$ cat config.mk
export PLATFORM = sky130hd
export DESIGN_NAME = rx_fifo_wr_arbiter
export DESIGN_NICKNAME = d
export VERILOG_FILES = /design/src/rtl/rx_arb_pkg.sv /design/src/rtl/rx_fifo_wr_arbiter_rr_pick.sv /design/src/rtl/rx_fifo_wr_arbiter.sv
export SDC_FILE = /design/constraint.sdc
export NUM_CORES = 1
export LEC_CHECK = 0
export BUFFER_PORTS_ARGS = -buffer_cell sky130_fd_sc_hd__buf_2
export CAP_MARGIN = 0
export CORE_UTILIZATION = 47
export CTS_CLUSTER_DIAMETER = 30
export DETAILED_ROUTE_END_ITERATION = 10
export GPL_ROUTABILITY_DRIVEN = 0
export PLACE_DENSITY = 0.78
export SLEW_MARGIN = 30
export SYNTH_ARGS = -nofsm -noshare
export SYNTH_HDL_FRONTEND = slang
export SYNTH_SLANG_ARGS = --single-unit
$ cat constraint.sdc
create_clock -name clk -period 1.7 [get_ports clk]
set_input_delay 0 -clock clk [delete_from_list [all_inputs] [get_ports clk]]
set_output_delay 0 -clock clk [all_outputs]
set_load 0.02 [all_outputs]
$ cat src/rtl/rx_arb_pkg.sv
// Shared types and defaults for the rx_fifo write-port arbiter.
package rx_arb_pkg;

   typedef enum logic {
      IDLE  = 1'b0,
      WRITE = 1'b1
   } arb_state_t;

   localparam int RX_DATA_WIDTH = 8;

endpackage

$ cat src/rtl/rx_fifo_wr_arbiter_rr_pick.sv
// Combinational round-robin picker: first valid requester searching upward from rr_ptr.
module rr_pick #(
   parameter int N_REQ = 2,
   parameter int PTR_W = 1
) (
   input  logic [N_REQ-1:0] req_valid,
   input  logic [PTR_W-1:0] rr_ptr,
   output logic [PTR_W-1:0] winner,
   output logic             any
);

   logic [N_REQ-1:0] rot_s;
   logic [PTR_W-1:0] off_s;
   logic [PTR_W:0]   sum_s;

   // Rotate so bit k is requester (rr_ptr+k) mod N_REQ, take the lowest set bit, map back
   always_comb begin
      rot_s = N_REQ'({req_valid, req_valid} >> rr_ptr);
      off_s = '0;
      for (int k = N_REQ - 1; k >= 0; k--) begin
         off_s = rot_s[k] ? PTR_W'(k) : off_s;
      end
      sum_s  = {1'b0, rr_ptr} + {1'b0, off_s};
      winner = (sum_s >= (PTR_W + 1)'(N_REQ)) ? PTR_W'(sum_s - (PTR_W + 1)'(N_REQ))
                                               : PTR_W'(sum_s);
      any    = |req_valid;
   end

endmodule

$ cat src/rtl/rx_fifo_wr_arbiter.sv
// Round-robin arbiter sharing the rx_fifo write port between N_REQ receive sources,
// with full-stall timeout flags and a wrapping accepted-byte counter.
module rx_fifo_wr_arbiter
   import rx_arb_pkg::*;
#(
   parameter int N_REQ      = 2,
   parameter int DATA_WIDTH = RX_DATA_WIDTH,
   parameter int TIMEOUT    = 64,
   parameter int CNT_WIDTH  = 16
) (
   input  logic                        clk,
   input  logic                        rst,
   input  logic [N_REQ-1:0]            req_valid,
   input  logic [N_REQ*DATA_WIDTH-1:0] req_data,
   output logic [N_REQ-1:0]            req_ack,
   input  logic                        fifo_full,
   output logic                        fifo_w_enable,
   output logic [DATA_WIDTH-1:0]       fifo_w_data,
   output logic [N_REQ-1:0]            timeout_err,
   input  logic                        err_clear,
   output logic [CNT_WIDTH-1:0]        byte_count
);

   localparam int PTR_W = (N_REQ > 1) ? $clog2(N_REQ) : 1;
   localparam int ST_W  = $clog2(TIMEOUT + 2);
   localparam logic [ST_W-1:0] STALL_MAX = ST_W'(TIMEOUT + 1);

   arb_state_t            state_r, state_nxt_s;
   logic [PTR_W-1:0]      rr_ptr_r, rr_nxt_s, winner_s;
   logic                  any_s, grant_s;
   logic [N_REQ-1:0]      ack_r, err_r, err_set_s;
   logic                  w_en_r;
   logic [DATA_WIDTH-1:0] w_data_r, sel_data_s;
   logic [CNT_WIDTH-1:0]  cnt_r;
   logic [ST_W-1:0]       stall_r     [N_REQ];
   logic [ST_W-1:0]       stall_nxt_s [N_REQ];

   rr_pick #(
      .N_REQ (N_REQ),
      .PTR_W (PTR_W)
   ) u_rr_pick (
      .req_valid (req_valid),
      .rr_ptr    (rr_ptr_r),
      .winner    (winner_s),
      .any       (any_s)
   );

   // Next-state: full is only looked at in IDLE, so the previous write has already landed
   always_comb begin
      state_nxt_s = state_r;
      grant_s     = 1'b0;
      case (state_r)
         IDLE: begin
            if (any_s && !fifo_full) begin
               grant_s     = 1'b1;
               state_nxt_s = WRITE;
            end else begin
               state_nxt_s = IDLE;
            end
         end
         WRITE:   state_nxt_s = IDLE;
         default: state_nxt_s = IDLE;
      endcase
   end

   // Winner's byte and the pointer one past it
   always_comb begin
      sel_data_s = '0;
      for (int i = 0; i < N_REQ; i++) begin
         sel_data_s = (winner_s == PTR_W'(i)) ? req_data[i*DATA_WIDTH +: DATA_WIDTH] : sel_data_s;
      end
      rr_nxt_s = (winner_s == PTR_W'(N_REQ - 1)) ? '0 : winner_s + PTR_W'(1);
   end

   // Stall counters saturate at TIMEOUT+1; reaching that value raises the error flag
   always_comb begin
      err_set_s = '0;
      for (int i = 0; i < N_REQ; i++) begin
         stall_nxt_s[i] = stall_r[i];
         if (!req_valid[i] || ack_r[i]) begin
            stall_nxt_s[i] = '0;
         end else if (fifo_full && (stall_r[i] != STALL_MAX)) begin
            stall_nxt_s[i] = stall_r[i] + ST_W'(1);
         end else begin
            stall_nxt_s[i] = stall_r[i];
         end
         err_set_s[i] = (stall_nxt_s[i] == STALL_MAX);
      end
   end

   // FSM state register
   always_ff @(posedge clk) begin
      if (rst) begin
         state_r <= IDLE;
      end else begin
         state_r <= state_nxt_s;
      end
   end

   // Write-port outputs, pointer and byte counter all move together on a grant
   always_ff @(posedge clk) begin
      if (rst) begin
         w_en_r   <= 1'b0;
         w_data_r <= '0;
         ack_r    <= '0;
         rr_ptr_r <= '0;
         cnt_r    <= '0;
      end else begin
         w_en_r   <= grant_s;
         w_data_r <= grant_s ? sel_data_s : '0;
         ack_r    <= grant_s ? (N_REQ'(1) << winner_s) : '0;
         if (grant_s) begin
            rr_ptr_r <= rr_nxt_s;
            cnt_r    <= cnt_r + CNT_WIDTH'(1);
         end else begin
            rr_ptr_r <= rr_ptr_r;
            cnt_r    <= cnt_r;
         end
      end
   end

   // Stall counters and sticky timeout flags; a fresh set beats err_clear
   always_ff @(posedge clk) begin
      if (rst) begin
         for (int i = 0; i < N_REQ; i++) stall_r[i] <= '0;
         err_r <= '0;
      end else begin
         for (int i = 0; i < N_REQ; i++) stall_r[i] <= stall_nxt_s[i];
         err_r <= err_set_s | (err_clear ? '0 : err_r);
      end
   end

   assign req_ack       = ack_r;
   assign fifo_w_enable = w_en_r;
   assign fifo_w_data   = w_data_r;
   assign timeout_err   = err_r;
   assign byte_count    = cnt_r;

endmodule

==> flow_metrics.env <==
export IMPL_crit_path_start_kind="flip-flop"
export IMPL_critical_path_top_delay_family="simple AND/OR/NAND/NOR gates"
export IMPL_placement_io_buffers=50
export IMPL_placed_cell_area_um2=2420
export IMPL_synth_largest_area_cell="sky130_fd_sc_hd__dfxtp_1"
export IMPL_final_setup_skew_ns=0.00837
export IMPL_fraction_of_registers_with_async_set_or_reset_after_synthesis_pct=0
export IMPL_worst_hold_slack_ns=0.00760
export IMPL_fin_area_um2=2720
export IMPL_place_detailed_instances=336
export IMPL_slew_headroom_pct=63.2
export IMPL_finalNonFillerCells=360
export IMPL_final_period_demand_of_the_worst_path_ns=1.68
export IMPL_timing_final_setup_violations=0
export IMPL_grt_antenna_before_repair=0
export IMPL_post_drt_wl_per_cell_um=13.2
export IMPL_htreeDepth=2
export IMPL_top_ff_cell_synth="sky130_fd_sc_hd__dfxtp_1"
export IMPL_first_global_vias=1684
export IMPL_wirelength_mm=4.75
export IMPL_timing_critical_path_cells="or2_4 > or3_4 > or4_1 > a21oi_1"
export IMPL_power_density_cell_area_nw_per_um2=711
export IMPL_postSynthAreaPerCell_um2=8.81
export IMPL_required_ns=1.94
export IMPL_fp_dieArea_um2=4580
export IMPL_synthToLayoutAreaGrowth_pct=34.0
export IMPL_cp_max_fo=8
export IMPL_hold_viol_final=0
export IMPL_initial_core_util_pct=50.0
export IMPL_clock_tree_from_tritoncts="done"
export IMPL_drt_pass1_iterations=6
export IMPL_clk_pin_slew_worst_paths_ns=0.09
export IMPL_synth_edff_count=0
export IMPL_worst_setup_path_type="flip-flop to flip-flop"
export IMPL_setup_repair_after_global_routing_missed_its_margin="true"
export IMPL_max_freq_mhz=596
export IMPL_tritoncts_num_buffers=5
export IMPL_cellLeakagePower_nw=1.12
export IMPL_syn_cell_area_um2=2030
export IMPL_yosys_register_bits=44
export IMPL_initialDrtViolationCount=122
export IMPL_finalMaxSlewViolations=0
export IMPL_final_util_pct=66.9
export IMPL_type_of_destination_of_the_critical_path="flip-flop"
export IMPL_boundaryPins=51
export IMPL_synth_top_area_share_pct=43.5
export IMPL_detailroute_via_count=1882
export IMPL_insertedDiodeCount=0
export IMPL_wire_length_of_the_first_global_routing_pass_mm=7.29
export IMPL_vias_per_cell=5.23
export IMPL_total_core_area_um2=4060
export IMPL_drive_above_1_share_pct=28.1
export IMPL_postCtsSetupRepairBufs=0
export IMPL_grt_start_max_net_pins=24
export IMPL_nNetsFinal=336
export IMPL_gr_total_overflow=0
export IMPL_final_period_utilization_pct=98.7
export IMPL_yosysUniqueCellTypes=40
export IMPL_holdCritPathClass="input port to flip-flop"
export IMPL_drv_cap=0
export IMPL_clock_latency_ns=0.30
export IMPL_postSynthNetCount=257
export IMPL_post_dp_hpwl_mm=3.16
export IMPL_tightestPinTransition_ns=0.553
export IMPL_placementRows=23
export IMPL_synth_top_cells_by_area="sky130_fd_sc_hd__dfxtp_1 43%, sky130_fd_sc_hd__nor2_1 5.9%, sky130_fd_sc_hd__mux2i_1 4.4%, sky130_fd_sc_hd__xnor2_1 3.9%, sky130_fd_sc_hd__o31ai_1 3.3%"
export IMPL_cpMaxStageDelayCell="sky130_fd_sc_hd__or4_1"
export IMPL_max_stage_delay_ns=0.48
export IMPL_grt_total_usage_pct=21.2
export IMPL_synthesized_netlist_cell_count=230
export IMPL_worstPathBufferInverterCount=0
export IMPL_vdd_ir_drop_worst_v=0.000507
export IMPL_yosysWarnings=0
export IMPL_die_w_um=67.7
export IMPL_clockRootBuffer="sky130_fd_sc_hd__clkbuf_8"
export IMPL_fp_dieH_um=67.7
export IMPL_numClockSinks=44
export IMPL_post_synthesis_sequential_area_ratio_pct=43.5
export IMPL_worst_ep_arrival_time_ns=1.92
export IMPL_run_status="finished clean"
export IMPL_antenna_left=0
export IMPL_remaining_drc_errors=0
export IMPL_timing_setup_tns_ns=0
export IMPL_cts_root_to_sink_buffers=2
-- tightest hold or removal path, delay by kind of cell --
kind | cells | cell delay [ns]
AOI/OAI and AO/OA | 1 | 0.05
buffers and inverters | 1 | 0.07
and+or+nand+nor | 2 | 0.13
-- routing by layer --
layer | global-route usage, % | vias up | part of all wire (%)
met3 | 7.60 | 5 | 5.7
li1 | - | 970 | -
met1 | 25.0 | 855 | 46
met5 | 0 | - | 0
met2 | 35.1 | 52 | 47
met4 | 7.18 | 0 | 0.88
-- synthesized netlist by cell type, drive strengths merged, types with 2 or more instances --
cell type / number
or4: 5
nor3b: 2
clkbuf: 6
nor2: 32
o31ai: 9
mux2i: 9
or2: 3
inv: 9
nand4bb: 2
a211oi: 3
o21ai: 7
nor4: 3
a21oi: 11
and4: 2
dfxtp: 44
xor2: 6
or3: 10
nor2b: 5
nand4: 7
nor3: 2
nand3: 8
xnor2: 9
buf: 3
ha: 5
nand2: 15
-- layout make-up --
| cell class | count | area [µm²] |
|---|---|---|
| timing repair buffer | 81 | 523 |
| fill | 328 | 1340 |
| sequential | 44 | 897 |
| multi-input combinational | 168 | 1110 |
| inverter | 9 | 33.8 |
| clock inverter | 2 | 11.3 |
| clock buffer | 6 | 72.6 |
| tap | 50 | 62.6 |
-- path summary, 6_finish.rpt --
check | from | end | slack, ns | cells past startpoint
hold reg to reg | timeout_err[1] | timeout_err[1] | 0.46 | 2
hold / removal | err_clear | timeout_err[1] | 0.008 | 4
setup / recovery | state_r | byte_count[12] | 0.02 | 4
setup reg to reg | state_r | byte_count[12] | 0.02 | 4
-- report_power, final --
group          total [mW]  internal [mW]  switching [mW]
Sequential           1.07           1.05          0.0161
Clock               0.641          0.285           0.356
Combinational       0.222          0.105           0.117
Total                1.93           1.44           0.489
-- cell usage in the layout (no fill, tap or decap), types with 2 or more instances in the layout --
cell type and n:
sky130_fd_sc_hd__ha_1 4, sky130_fd_sc_hd__clkbuf_8 5, sky130_fd_sc_hd__inv_1 9, sky130_fd_sc_hd__o21ai_0 7, sky130_fd_sc_hd__nor2b_1 5, sky130_fd_sc_hd__and4_1 2, sky130_fd_sc_hd__nand4_1 7, sky130_fd_sc_hd__nor3b_1 2
sky130_fd_sc_hd__dfxtp_1 39, sky130_fd_sc_hd__dfxtp_4 4, sky130_fd_sc_hd__o31ai_1 8, sky130_fd_sc_hd__nand2_1 15, sky130_fd_sc_hd__xnor2_1 8, sky130_fd_sc_hd__a211oi_1 3, sky130_fd_sc_hd__buf_4 15, sky130_fd_sc_hd__xor2_1 6
sky130_fd_sc_hd__a21oi_1 11, sky130_fd_sc_hd__mux2i_1 9, sky130_fd_sc_hd__nand3_1 7, sky130_fd_sc_hd__or3_1 8, sky130_fd_sc_hd__nor4_1 3, sky130_fd_sc_hd__or4_1 5, sky130_fd_sc_hd__nand4bb_1 2, sky130_fd_sc_hd__nor2_1 32
sky130_fd_sc_hd__buf_2 50, sky130_fd_sc_hd__nor3_1 2, sky130_fd_sc_hd__or2_2 2, sky130_fd_sc_hd__dlygate4sd3_1 16, sky130_fd_sc_hd__or3_4 2
-- kinds of logic after synthesis --
group	after synthesis	share of synthesized area, %
AO/OA/AOI/OAI	37	11.9
flip-flops	44	43.5
multiplexers	9	4.44
adder cells (fa/ha/maj)	6	3.58
AND/OR/NAND/NOR	101	26.4
XOR/XNOR	15	6.48
buffers and inverters	18	3.83
-- stage by stage --
step / total power, mW / setup slack [ns]
3_5_place_dp: 1.28 / -0.0465
5_1_grt: 2.00 / -0.0392
6_report: 1.93 / 0.0226
4_1_cts: 1.92 / 0.00949
3_3_place_gp: 1.27 / -0.000276
2_1_floorplan: 1.21 / -0.0879
-- what timing repair did --
item / 4_1_cts / 5_1_grt
hold buffers: 16 / 0
resized for setup: 2 / 10
endpoints found under the hold margin: 8 / 0
pin swaps: 0 / 2
endpoints found under the setup margin: 2 / 9
-- registers in the layout, summed over array words and instances (netlist names) --
signal / cells
fifo_w_data: 8
req_ack: 2
byte_count: 16
stall_r: 14
rr_ptr_r: 1
timeout_err: 2
state_r: 1
No activity file was read; power rests on OpenSTA's default activity.
